--- src/rtl/base_res_trk.sv ---
// base_res_trk: consumer-side tag tracker. Joins requests with free tags, records
// issued tags as outstanding, validates completion tags and returns them on a
// registered free port. Optional outstanding-bitmap checking is enabled by
// defining BASE_RES_TRK_CHK_EN; without it every accepted completion is forwarded.
module base_res_trk #(
    parameter int width   = 4,
    parameter int num_res = 2**width,
    parameter int dwidth  = 8
) (
    input  logic                    clk,
    input  logic                    reset,
    input  logic                    a_v,
    output logic                    a_r,
    input  logic [width-1:0]        a_d,
    input  logic                    r_v,
    output logic                    r_r,
    input  logic [dwidth-1:0]       r_d,
    output logic                    q_v,
    input  logic                    q_r,
    output logic [width+dwidth-1:0] q_d,
    input  logic                    c_v,
    output logic                    c_r,
    input  logic [width-1:0]        c_d,
    output logic                    f_v,
    input  logic                    f_r,
    output logic [width-1:0]        f_d,
    output logic [width:0]          o_cnt,
    output logic                    o_idle,
    output logic                    o_err
);

    localparam logic [width:0] NUM_RES = (width+1)'(num_res);
    localparam logic [width:0] CNT_ONE = (width+1)'(1);

    logic             r_f_v;
    logic [width-1:0] r_f_d;
    logic [width:0]   r_cnt;
    logic             r_err;

    logic w_issue;
    logic w_comp;
    logic w_fwd;
    logic w_inc;
    logic w_dec;
    logic w_err;

    // Issue path is a pure join of request and free tag; no register stage.
    assign q_v = r_v & a_v;
    assign q_d = {a_d, r_d};
    assign r_r = a_v & q_r;
    assign a_r = r_v & q_r;

    // A completion can be taken whenever the free register is empty or draining.
    assign c_r     = ~r_f_v | f_r;
    assign w_issue = r_v & a_v & q_r;
    assign w_comp  = c_v & c_r;

`ifdef BASE_RES_TRK_CHK_EN
    logic [num_res-1:0] r_bitmap;
    logic [num_res-1:0] w_set;
    logic [num_res-1:0] w_clr;
    logic               w_c_in_rng;
    logic               w_a_in_rng;
    logic               w_c_known;
    logic               w_same_tag;
    logic               w_a_busy;

    assign w_c_in_rng = ({1'b0, c_d} < NUM_RES);
    assign w_a_in_rng = ({1'b0, a_d} < NUM_RES);
    assign w_c_known  = w_c_in_rng & r_bitmap[c_d];
    assign w_fwd      = w_comp & w_c_known;
    // A tag freed and re-issued on the same edge is a clean reuse, not a fault.
    assign w_same_tag = w_fwd & (c_d == a_d);
    assign w_a_busy   = ~w_a_in_rng | (r_bitmap[a_d] & ~w_same_tag);
    assign w_inc      = w_issue & ~w_a_busy;
    assign w_dec      = w_fwd;
    assign w_err      = (w_comp & ~w_c_known) | (w_issue & w_a_busy);

    // Per-tag set/clear decode; set wins so a same-edge free+reissue stays outstanding.
    for (genvar gi = 0; gi < num_res; gi++) begin : g_dec
        assign w_set[gi] = w_issue & w_a_in_rng & (a_d == width'(gi));
        assign w_clr[gi] = w_fwd & (c_d == width'(gi));
    end

    // Outstanding bitmap update.
    always_ff @(posedge clk or negedge reset) begin
        if (!reset) r_bitmap <= '0;
        else        r_bitmap <= (r_bitmap & ~w_clr) | w_set;
    end
`else
    assign w_fwd = w_comp;
    assign w_inc = w_issue;
    assign w_dec = w_comp;
    assign w_err = 1'b0;
`endif

    // Outstanding count: net of issues and frees, clamped to 0..num_res.
    always_ff @(posedge clk or negedge reset) begin
        if (!reset) begin
            r_cnt <= '0;
        end else if (w_inc && !w_dec) begin
            if (r_cnt != NUM_RES) r_cnt <= r_cnt + CNT_ONE;
        end else if (w_dec && !w_inc) begin
            if (r_cnt != '0) r_cnt <= r_cnt - CNT_ONE;
        end
    end

    // Free-port register: load on accepted completion, drain on f_r.
    always_ff @(posedge clk or negedge reset) begin
        if (!reset) begin
            r_f_v <= 1'b0;
            r_f_d <= '0;
        end else if (w_comp) begin
            r_f_v <= w_fwd;
            if (w_fwd) r_f_d <= c_d;
        end else if (f_r) begin
            r_f_v <= 1'b0;
        end
    end

    // Single-cycle error pulse.
    always_ff @(posedge clk or negedge reset) begin
        if (!reset) r_err <= 1'b0;
        else        r_err <= w_err;
    end

    assign f_v    = r_f_v;
    assign f_d    = r_f_d;
    assign o_cnt  = r_cnt;
    assign o_err  = r_err;
    assign o_idle = (r_cnt == '0) & ~r_f_v;

endmodule

--- config.mk ---
export PLATFORM = sky130hd
export DESIGN_NAME = base_res_trk
export DESIGN_NICKNAME = d
export VERILOG_FILES = /design/src/rtl/base_res_trk.sv
export SDC_FILE = /design/constraint.sdc
export NUM_CORES = 1
export LEC_CHECK = 0
export ABC_AREA = 1
export CORE_MARGIN = 2
export CORE_UTILIZATION = 36
export CTS_BUF_LIST = sky130_fd_sc_hd__clkbuf_2 sky130_fd_sc_hd__clkbuf_4 sky130_fd_sc_hd__clkbuf_8
export DETAILED_ROUTE_END_ITERATION = 16
export PLACE_DENSITY = 0.81
export SYNTH_ARGS = -nofsm -noshare
export SYNTH_HDL_FRONTEND = slang
export SYNTH_SLANG_ARGS = --single-unit
export TNS_END_PERCENT = 100
--- constraint.sdc ---
create_clock -name clk -period 2.1 [get_ports clk]
set_input_delay 0.42 -clock clk [delete_from_list [all_inputs] [get_ports clk]]
set_output_delay 0.42 -clock clk [all_outputs]
set_load 0.01 [all_outputs]
==> results of run 1 <==
## registers in the layout, summed over array words and instances, names as in the netlist
name / count
f_d: 4
o_cnt: 5
f_v: 1
## synthesized netlist by cell type
| library cell | n | area share [%] |
|---|---|---|
| nor2_2 | 1 | 0.83 |
| inv_2 | 1 | 0.50 |
| buf_4 | 13 | 13 |
| or2_1 | 2 | 1.7 |
| inv_1 | 11 | 5.5 |
| nor2_4 | 1 | 1.5 |
| xnor2_1 | 1 | 1.2 |
| nor3_1 | 1 | 0.66 |
| nand3b_1 | 1 | 1.0 |
| ha_1 | 4 | 6.7 |
| fa_1 | 1 | 2.7 |
| o21bai_4 | 1 | 2.5 |
| dfrtp_1 | 10 | 33 |
| nand3_1 | 5 | 3.3 |
| nand2_2 | 4 | 3.3 |
| nor2_1 | 5 | 2.5 |
| conb_1 | 1 | 0.50 |
| nand2_1 | 39 | 19 |
## layout by cell type, fill, tap and decap left out, drive strengths merged
cell type	synthesis	layout
fa	1	1
ha	4	4
clkdlybuf4s50	0	23
o21bai	1	1
nand3	5	5
conb	1	1
dfrtp	10	10
or2	2	2
nand3b	1	1
clkbuf	0	3
inv	12	12
nor2	7	7
dlymetal6s2s	0	1
nand2	43	43
buf	13	7
xnor2	1	1
dlygate4sd2	0	1
nor3	1	1
## cell type report
cell class	instances	area, sq um
inverter	12	45.0
fill	210	945
clock buffer	3	22.5
timing repair buffer	32	304
multi-input combinational	67	362
sequential	10	250
tap	27	33.8
## timing repair
action                                 CTS  global route
gates resized for setup                  1             2
endpoints found under the hold margin    0             0
setup endpoints to repair                1             3
## critical path: cells and delay by family
kind	cells	cell delay (ps)
adder cells (fa/ha/maj)	2	530
AND/OR/NAND/NOR	7	630
buffers and inverters	2	550
## metal layers
metal | vias up | global-route usage, %
met4 | 0 | 6.48
met1 | 313 | 16.8
met3 | 2 | 3.33
met2 | 19 | 28.7
met5 | - | 0
li1 | 338 | -
## power by group through the flow
stage / registers (mW) / clock network, mW / logic (mW)
after floorplan: 0.338 / 0 / 0.396
after global placement: 0.326 / 0 / 0.647
after detailed placement: 0.326 / 0 / 0.679
after CTS: 0.324 / 0.132 / 0.680
after global routing: 0.336 / 0.146 / 0.761
final: 0.322 / 0.125 / 0.673
## kinds of logic (layout without fill, tap and decap cells)
logic type	Yosys count	in the layout	share of synthesized area, %
other	1	1	0.499
buffers and inverters	25	47	19.0
AND/OR/NAND/NOR	59	59	34.3
flip-flops	10	10	33.3
AO/OA/AOI/OAI	1	1	2.50
XOR/XNOR	1	1	1.16
adder cells (fa/ha/maj)	5	5	9.32
## worst max-delay path by stage
stage | depth (start not counted) | from | slack, ps | endpoint
floorplan | 11 | f_r | 220 | o_cnt[3]
global placement | 14 | f_r | -130 | o_cnt[4]
detailed placement | 11 | r_v | -170 | o_cnt[3]
CTS | 5 | f_r | 20 | c_r
global route | 11 | a_v | 2 | o_cnt[3]
finish | 11 | a_v | 110 | o_cnt[3]
## stage by stage
| step | utilization (%) | hold slack, ps | instances | instance area (sq um) |
|---|---|---|---|---|
| final | 51.8 | 477 | 151 | 1020 |
| after detailed placement | 50.5 | 463 | 148 | 991 |
| after global routing | 51.8 | 504 | 151 | 1020 |
| after floorplan | - | 124 | 102 | 752 |
| after CTS | 51.6 | 484 | 151 | 1010 |
| after global placement | 50.5 | 463 | 148 | 991 |
==> summary.md, run 1 <==
| Metric | Value |
|---|---|
| Status | finished, final reports clean |
| Vias in the first global route | 707 |
| CTS tree | yes |
| Synth Area per Inst | 7.37 sq um |
| RSZ-0062 raised after global routing | no |
| WL met2 | 893 um |
| R2R depth | 10 |
| Clock Latency Late Sink | 260 ps |
| Core ar. | 1960 sq um |
| Yosys cell types | 18 |
| Final Skew | 8.91 ps |
| Clock group share of total power | 11.2% |
| Leak | 0.540 nW |
| CP Max Fanout | 4 |
| Pin count of the biggest net entering global routing | 11 |
| IO Pins | 51 |
| Gr ovfl total | 0 |
| Layout cells sized above 1 | 15.3% |
| Final HPWL from detailed placement | 1.41 mm |
| Die H | 49.7 um |
| Fmax | 502 MHz |
| Dpl ws | -168 ps |
| Sequential element share of the synthesized area | 33.3% |
| Sw Share | 41.2% |
| Critical path arrival | 2130 ps |
| N_diodes | 0 |
| RR Startpoint | f_v |
| Area Growth Syn to Fin | 35.3% |
| Residual DRC | 0 |
| Period utilization | 94.8% |
| Maximum clock insertion buffer count | 2 |
| NetSw | 0.462 mW |
| Buffers on Ports | 25 |
| Final-report hold violation count | 0 |
| TNS Setup | 0 ps |
| Post-synthesis net count | 130 |
| Setup CP Type | input pin to flip-flop |
| First-pass GRT wire length | 2.93 mm |
| CTS Root Cell | clkbuf_4 |
| Crit-path slowest cell | clkdlybuf4s50_1 |
| Slowest stage delay, CP | 480 ps |
| Via density | 4.45 |
| Row count | 16 |
| Top Metal Used | met4 |
| DRT Pass-1 Iters | 4 |
| Fin crit period | 1990 ps |
| Nature of the critical path endpoint | flip-flop |
| Total power | 1.12 mW |
| Met3 WL post-DR | 92 um |
| H-tree Lvls | 1 |
| Routed WL | 1.66 mm |
| Final Max Slew Viols | 0 |
| Synth warn | 0 |
| Die width | 49.7 um |
| Via count | 672 |
| Cells after Synth | 102 |
| Peak supply drop | 475 uV |
| Mapped Area | 752 sq um |
| Crit path required time | 2240 ps |
| Routed WL per cell | 11.0 um |
| Comb pwr share | 60.1% |
| # clock sinks | 10 |
| Initial antenna violation count | 0 |
| # Post-CTS Setup Buffers | 0 |
| #FFs+latches synth | 10 |
| PwrDens | 1100 nW/um^2 |
| Reg2reg end | o_cnt[3] |
| Crit path launch type | input pin |
| Post-route ant nets | 0 |
| Die area | 2470 sq um |
| Max cap viols | 0 |
| Flop pwr share | 28.8% |
| Total global-route track usage | 15.5% |
| Final setup violation count | 0 |
| CP Cell Sequence | clkdlybuf4s50_1 -> nand2_1 -> nor2_1 -> ha_2 -> inv_2 -> ha_1 -> or2_1 -> nand3b_1 -> nand2_1 -> nand2_1 -> nand2_1 |
| Hold buffers post-CTS | 0 |
| R2R setup slack | 370 ps |
| Final net count | 154 |
| Final WS setup | 109 ps |
| Initial Utilization | 38.3% |
| GP Congestion | 0.840 |
| Initial DRC Count | 9 |
| Total internal power | 0.658 mW |
| Crit path top cell by count | nand2_1 |
| Total CTS buffers | 3 |
| Clock transition at the registers of the reported paths | 70 ps |
| WL met1 | 665 um |
| Worst min-delay path class | input pin to asynchronous set/reset pin |
(Power assumes the default switching activity.)
==> run 2: changes to the inputs <==
--- a/config.mk
+++ b/config.mk
@@ -7,10 +7,10 @@
 export LEC_CHECK = 0
 export ABC_AREA = 1
 export CORE_MARGIN = 2
-export CORE_UTILIZATION = 36
+export CORE_UTILIZATION = 39
 export CTS_BUF_LIST = sky130_fd_sc_hd__clkbuf_2 sky130_fd_sc_hd__clkbuf_4 sky130_fd_sc_hd__clkbuf_8
 export DETAILED_ROUTE_END_ITERATION = 16
-export PLACE_DENSITY = 0.81
+export PLACE_DENSITY = 0.87
 export SYNTH_ARGS = -nofsm -noshare
 export SYNTH_HDL_FRONTEND = slang
 export SYNTH_SLANG_ARGS = --single-unit
==> constraint.sdc (replaced) <==
create_clock -name clk -period 2.42 [get_ports clk]
set_input_delay 0.484 -clock clk [delete_from_list [all_inputs] [get_ports clk]]
set_output_delay 0.484 -clock clk [all_outputs]
set_load 0.01 [all_outputs]
==> summary.md, run 2 (synthesized netlist as in run 1, its figures left out) <==
| Metric | Value |
|---|---|
| Status | finished, final reports clean |
| Final-report hold violation count | 0 (unchanged) |
| Layout Cells excl Fill | 146 (-3.3%) |
| Clock Latency Late Sink | 260 ps (about the same) |
| Dpl ws | 7.09 ps (+175 ps) |
| Setup CP Type | input pin to output pin |
| Die width | 47.9 um (-3.6%) |
| Crit-path slowest cell | clkdlybuf4s50_1 |
| # Post-CTS Setup Buffers | 0 (unchanged) |
| PwrDens | 968 nW/um^2 (-12%) |
| Total global-route track usage | 15.4% (-0.063 points) |
| M2 GR Usage | 24.8% (-3.9 points) |
| Worst min-delay path class | flip-flop to flip-flop |
| Max FFs per register | 5 (unchanged) |
| Hold buffers post-CTS | 0 (unchanged) |
| Die area | 2300 sq um (-7.1%) |
| Crit path launch type | input pin |
| Via count | 639 (-4.9%) |
| Crit path top cell by count | clkdlybuf4s50_1 |
| Routed WL per cell | 10.1 um (-8.4%) |
| Max cap viols | 0 (unchanged) |
| Final net count | 150 (-2.6%) |
| Comb pwr share | 56.0% (-4.1 points) |
| Slowest stage delay, CP | 530 ps (+50 ps) |
| Clock transition at the registers of the reported paths | 60 ps (about the same) |
| IO Pins | 51 (unchanged) |
| Gr ovfl total | 0 (unchanged) |
| Via density | 4.38 (-1.7%) |
| Crit path required time | 1940 ps (-300 ps) |
| Pin count of the biggest net entering global routing | 11 (unchanged) |
| Final Skew | 4.26 ps (-4.65 ps) |
| Period utilization | 90.0% |
| Area of the multi-input gates | 359 sq um (-0.69%) |
| RSZ-0062 raised after global routing | no |
| Buffers on Ports | 25 (unchanged) |
| N_diodes | 0 (unchanged) |
| First-pass GRT wire length | 2.35 mm (-20%) |
| Final HPWL from detailed placement | 1.23 mm (-13%) |
| Critical path arrival | 1690 ps (-440 ps) |
| Peak supply drop | 542 uV (+14%) |
| Area Growth Syn to Fin | 32.3% |
| Leak | 0.520 nW (-3.7%) |
| Met3 usage | 5.28% (+1.9 points) |
| Post-route ant nets | 0 (unchanged) |
| CP Max Fanout | 6 (+2) |
| Flop pwr share | 28.7% (about the same) |
| Routed WL | 1.47 mm (-11%) |
| Core Util, Final | 56.4% (+4.5 points) |
| Placed insts | 142 (-4.1%) |
| DRT Pass-1 Iters | 4 (unchanged) |
| GR Util met1 | 17.1% (+0.37 points) |
| Fmax | 459 MHz |
| CTS Root Cell | clkbuf_4 |
| CTS resizes | 0 (-1) |
| Vias in the first global route | 583 (-18%) |
| Register area | 250 sq um (unchanged) |
| Residual DRC | 0 (unchanged) |
| R2R depth | 12 (+2) |
| Layout cells sized above 1 | 12.4% (-2.9 points) |
| Clock group share of total power | 15.3% (+4.1 points) |
| Final setup violation count | 0 (unchanged) |
| GP Congestion | 0.761 (-9.3%) |
| CP Cell Sequence | clkdlybuf4s50_1 -> inv_1 -> nand2_2 -> buf_4 -> clkdlybuf4s50_1 |
| GR peak layer | met2 |
| Initial DRC Count | 10 (+1) |
| Core ar. | 1760 sq um (-10%) |
| Total internal power | 0.577 mW (-12%) |
| Commonest non-fill, non-tap cells in the layout | nand2_1 (39), clkdlybuf4s50_1 (25), inv_1 (11) |
| Final WS setup | 241 ps (+132 ps) |
| Die H | 47.9 um (-3.6%) |
| TNS Setup | 0 ps (unchanged) |
| Sw Share | 40.1% (-1.1 points) |
| Nature of the critical path endpoint | output pin |
| Worst hold stages | 2 |
| Fillcell total | 184 (-12%) |
| Total CTS buffers | 3 (unchanged) |
| CTS tree | yes |
| H-tree Lvls | 1 (unchanged) |
| NetSw | 0.386 mW (-16%) |
| Commonest non-fill, non-tap cell in the layout | nand2_1 |
| # clock sinks | 10 (unchanged) |
| Initial antenna violation count | 0 (unchanged) |
| Row count | 15 (-1) |
| Initial Utilization | 42.6% (+4.3 points) |
| Maximum clock insertion buffer count | 2 (unchanged) |
| Fin crit period | 2180 ps |
| Final Max Slew Viols | 0 (unchanged) |
## run 2: cell count changes in the layout (fill, tap and decap cells not counted)
cell,before,now
clkbuf_8,0,1
dlymetal6s2s_1,1,0
clkdlybuf4s50_1,23,25
ha_1,3,4
dlygate4sd2_1,1,0
buf_4,7,3
ha_2,1,0
## run 2: final cells by class
type	count	share of cell area, %
Inverter	12	4.53
Clock buffer	4	3.65
Sequential cell	10	25.2
Timing Repair Buffer	28	27.4
Tap cell	25	3.14
Multi-Input combinational cell	67	36.1
## run 2: per-stage QoR
stage                     total power [mW]  hold WS (ps)  area (sq um)
after floorplan                      0.637           188           752
after global placement               0.804           463           958
after detailed placement             0.827           465           958
after CTS                            0.982           486           995
after global routing                  1.07           509           995
final                                0.963           476           995
## run 2: worst paths after layout
check,from,end,slack [ps]
setup / recovery,f_r,c_r,240
min in group asynchronous,reset,f_d[3],530
max in group asynchronous,reset,o_cnt[2],1580
setup reg to reg,f_v,o_cnt[4],630
hold / removal,f_d[0],f_d[0],480
hold reg to reg,f_d[0],f_d[0],480
## run 2: power by group through the flow
stage                     sequential [mW]  combinational, mW  clock [mW]
after floorplan                     0.293              0.344           0
after global placement              0.278              0.526           0
after detailed placement            0.280              0.547           0
after CTS                           0.278              0.550       0.154
after global routing                0.288              0.611       0.167
final                               0.277              0.539       0.147
## run 2: metal layers
metal	part of all wire, %	wire length [um]	up-vias
met5	0	0	-
met4	0.88	13	0
met2	52	760	27
li1	-	-	334
met3	5.9	86	2
met1	41	610	276
## run 2: critical path, delay by kind of cell
family | cells | cell delay (ps)
buf+inv | 4 | 1150
simple gates | 1 | 50
==> run 3: changes to the inputs <==
--- a/config.mk
+++ b/config.mk
@@ -6,11 +6,12 @@
 export NUM_CORES = 1
 export LEC_CHECK = 0
 export ABC_AREA = 1
+export CAP_MARGIN = 20
 export CORE_MARGIN = 2
-export CORE_UTILIZATION = 39
+export CORE_UTILIZATION = 36
 export CTS_BUF_LIST = sky130_fd_sc_hd__clkbuf_2 sky130_fd_sc_hd__clkbuf_4 sky130_fd_sc_hd__clkbuf_8
 export DETAILED_ROUTE_END_ITERATION = 16
-export PLACE_DENSITY = 0.87
+export PLACE_DENSITY = 0.81
 export SYNTH_ARGS = -nofsm -noshare
 export SYNTH_HDL_FRONTEND = slang
 export SYNTH_SLANG_ARGS = --single-unit
==> constraint.sdc (replaced) <==
create_clock -name clk -period 2.35 [get_ports clk]
set_input_delay 0.47 -clock clk [delete_from_list [all_inputs] [get_ports clk]]
set_output_delay 0.47 -clock clk [all_outputs]
set_load 0.01 [all_outputs]
==> summary.md, run 3 (synthesized netlist as in run 1, its figures left out) <==
| Metric | Value |
|---|---|
| Final-report hold violation count | 0 (unchanged) |
| Routed WL per cell | 10.3 um (+2.3%) |
| Final net count | 151 (+0.67%) |
| Layout cells sized above 1 | 13.1% (+0.72 points) |
| Nature of the critical path endpoint | output pin |
| Setup CP Type | input pin to output pin |
| Period utilization | 91.7% |
| Fin crit period | 2160 ps |
| Routed WL | 1.54 mm (+4.4%) |
| Layout Cells excl Fill | 149 (+2.1%) |
| Vias in the first global route | 638 (+9.4%) |
| RSZ-0062 raised after global routing | no |
| Max cap viols | 0 (unchanged) |
| Final setup violation count | 0 (unchanged) |
| Via density | 4.26 (-2.8%) |
| # clock sinks | 10 (unchanged) |
| Die H | 49.7 um (+3.7%) |
| CP Max Fanout | 6 (unchanged) |
| Clock transition at the registers of the reported paths | 70 ps (about the same) |
| Fillcell total | 214 (+16%) |
| Die area | 2470 sq um (+7.6%) |
| Maximum clock insertion buffer count | 2 (unchanged) |
| PwrDens | 997 nW/um^2 (+3.0%) |
| CTS resizes | 0 (unchanged) |
| Total global-route track usage | 13.7% (-1.7 points) |
| Initial DRC Count | 11 (+1) |
| Core ar. | 1960 sq um (+11%) |
| Final Skew | 1.25 ps (-3.00 ps) |
| IO Pins | 51 (unchanged) |
| Initial antenna violation count | 0 (unchanged) |
| Post-route ant nets | 0 (unchanged) |
| Buffers on Ports | 25 (unchanged) |
| Crit path required time | 1880 ps (-60 ps) |
| # Post-CTS Setup Buffers | 0 (unchanged) |
| GP Congestion | 0.858 (+13%) |
| Area Growth Syn to Fin | 33.6% |
| Die width | 49.7 um (+3.7%) |
| H-tree Lvls | 1 (unchanged) |
| Final HPWL from detailed placement | 1.27 mm (+3.2%) |
| Crit path launch type | input pin |
| CTS Root Cell | clkbuf_4 |
| Hold buffers post-CTS | 0 (unchanged) |
| Initial Utilization | 38.3% (-4.3 points) |
| DRT Pass-1 Iters | 3 (-1) |
| Post-route cell area | 1000 sq um (+1.0%) |
| Area of the multi-input gates | 359 sq um (unchanged) |
| Max FFs per register | 5 (unchanged) |
| CTS tree | yes |
| Status | finished, final reports clean |
| Final Max Slew Viols | 0 (unchanged) |
| N_diodes | 0 (unchanged) |
| R2R setup slack | 580 ps (-50 ps) |
| Worst min-delay path class | flip-flop to flip-flop |
| Post-DP Area | 968 sq um (+1.0%) |
| TNS Setup | 0 ps (unchanged) |
| Row count | 16 (+1) |
| Commonest non-fill, non-tap cell in the layout | nand2_1 |
| Pin count of the biggest net entering global routing | 11 (unchanged) |
| Register area | 250 sq um (unchanged) |
| Residual DRC | 0 (unchanged) |
| Total CTS buffers | 3 (unchanged) |
| Critical path arrival | 1690 ps (about the same) |
| Commonest non-fill, non-tap cells in the layout | nand2_1 (39), clkdlybuf4s50_1 (25), inv_1 (11) |
| First-pass GRT wire length | 2.62 mm (+11%) |
| Clock Latency Late Sink | 260 ps (about the same) |
| Fmax | 464 MHz |
| Gr ovfl total | 0 (unchanged) |
| Leak | 0.525 nW (+1.0%) |
| Placed insts | 145 (+2.1%) |
| Via count | 634 (-0.78%) |
| Peak supply drop | 373 uV (-31%) |
[run 3: cell count changes in the layout (fill, tap and decap cells not counted)]
cell	delta
buf_4	+1
[run 3: critical path, cell delays in order]
cell,delay [ps]
clkdlybuf4s50_1,450
inv_1,40
nand2_2,50
buf_4,130
clkdlybuf4s50_1,540
[run 3: metal layers]
metal / GRT usage [%] / part of all wire, %
met3: 3.03 / 6.6
met2: 24.0 / 51
met1: 14.7 / 42
met5: 0 / 0
met4: 8.80 / 0.52
[run 3: final timing paths]
path	end	depth (start not counted)	startpoint
worst max-delay path	c_r	5	f_r
worst min-delay path	f_d[1]	2	f_d[1]
worst max register to register	o_cnt[4]	12	f_v
worst min register to register	f_d[1]	2	f_d[1]
max in group asynchronous	f_d[2]	1	reset
min in group asynchronous	f_d[0]	1	reset
[run 3: final cells by class]
type                       instances  share of cell area, %
sequential                        10                   24.9
clock buffer                       4                   3.61
multi-input combinational         67                   35.7
inverter                          12                   4.48
timing repair buffer              29                   27.9
tap                               27                   3.36
[run 3: report_power, final]
part | internal [mW] | switching (mW) | total (mW)
registers | 0.226 | 0.0610 | 0.287
logic | 0.274 | 0.286 | 0.560
clock network | 0.0941 | 0.0603 | 0.154
[run 3: metrics by stage]
step	total power, mW	setup slack (ps)	hold slack, ps	utilization, %
after detailed placement	0.854	18.0	466	49.4
final	1.00	194	482	51.2
after global routing	1.10	104	507	51.2
after floorplan	0.656	423	174	-
after CTS	1.02	188	487	51.2
after global placement	0.836	49.0	463	49.4
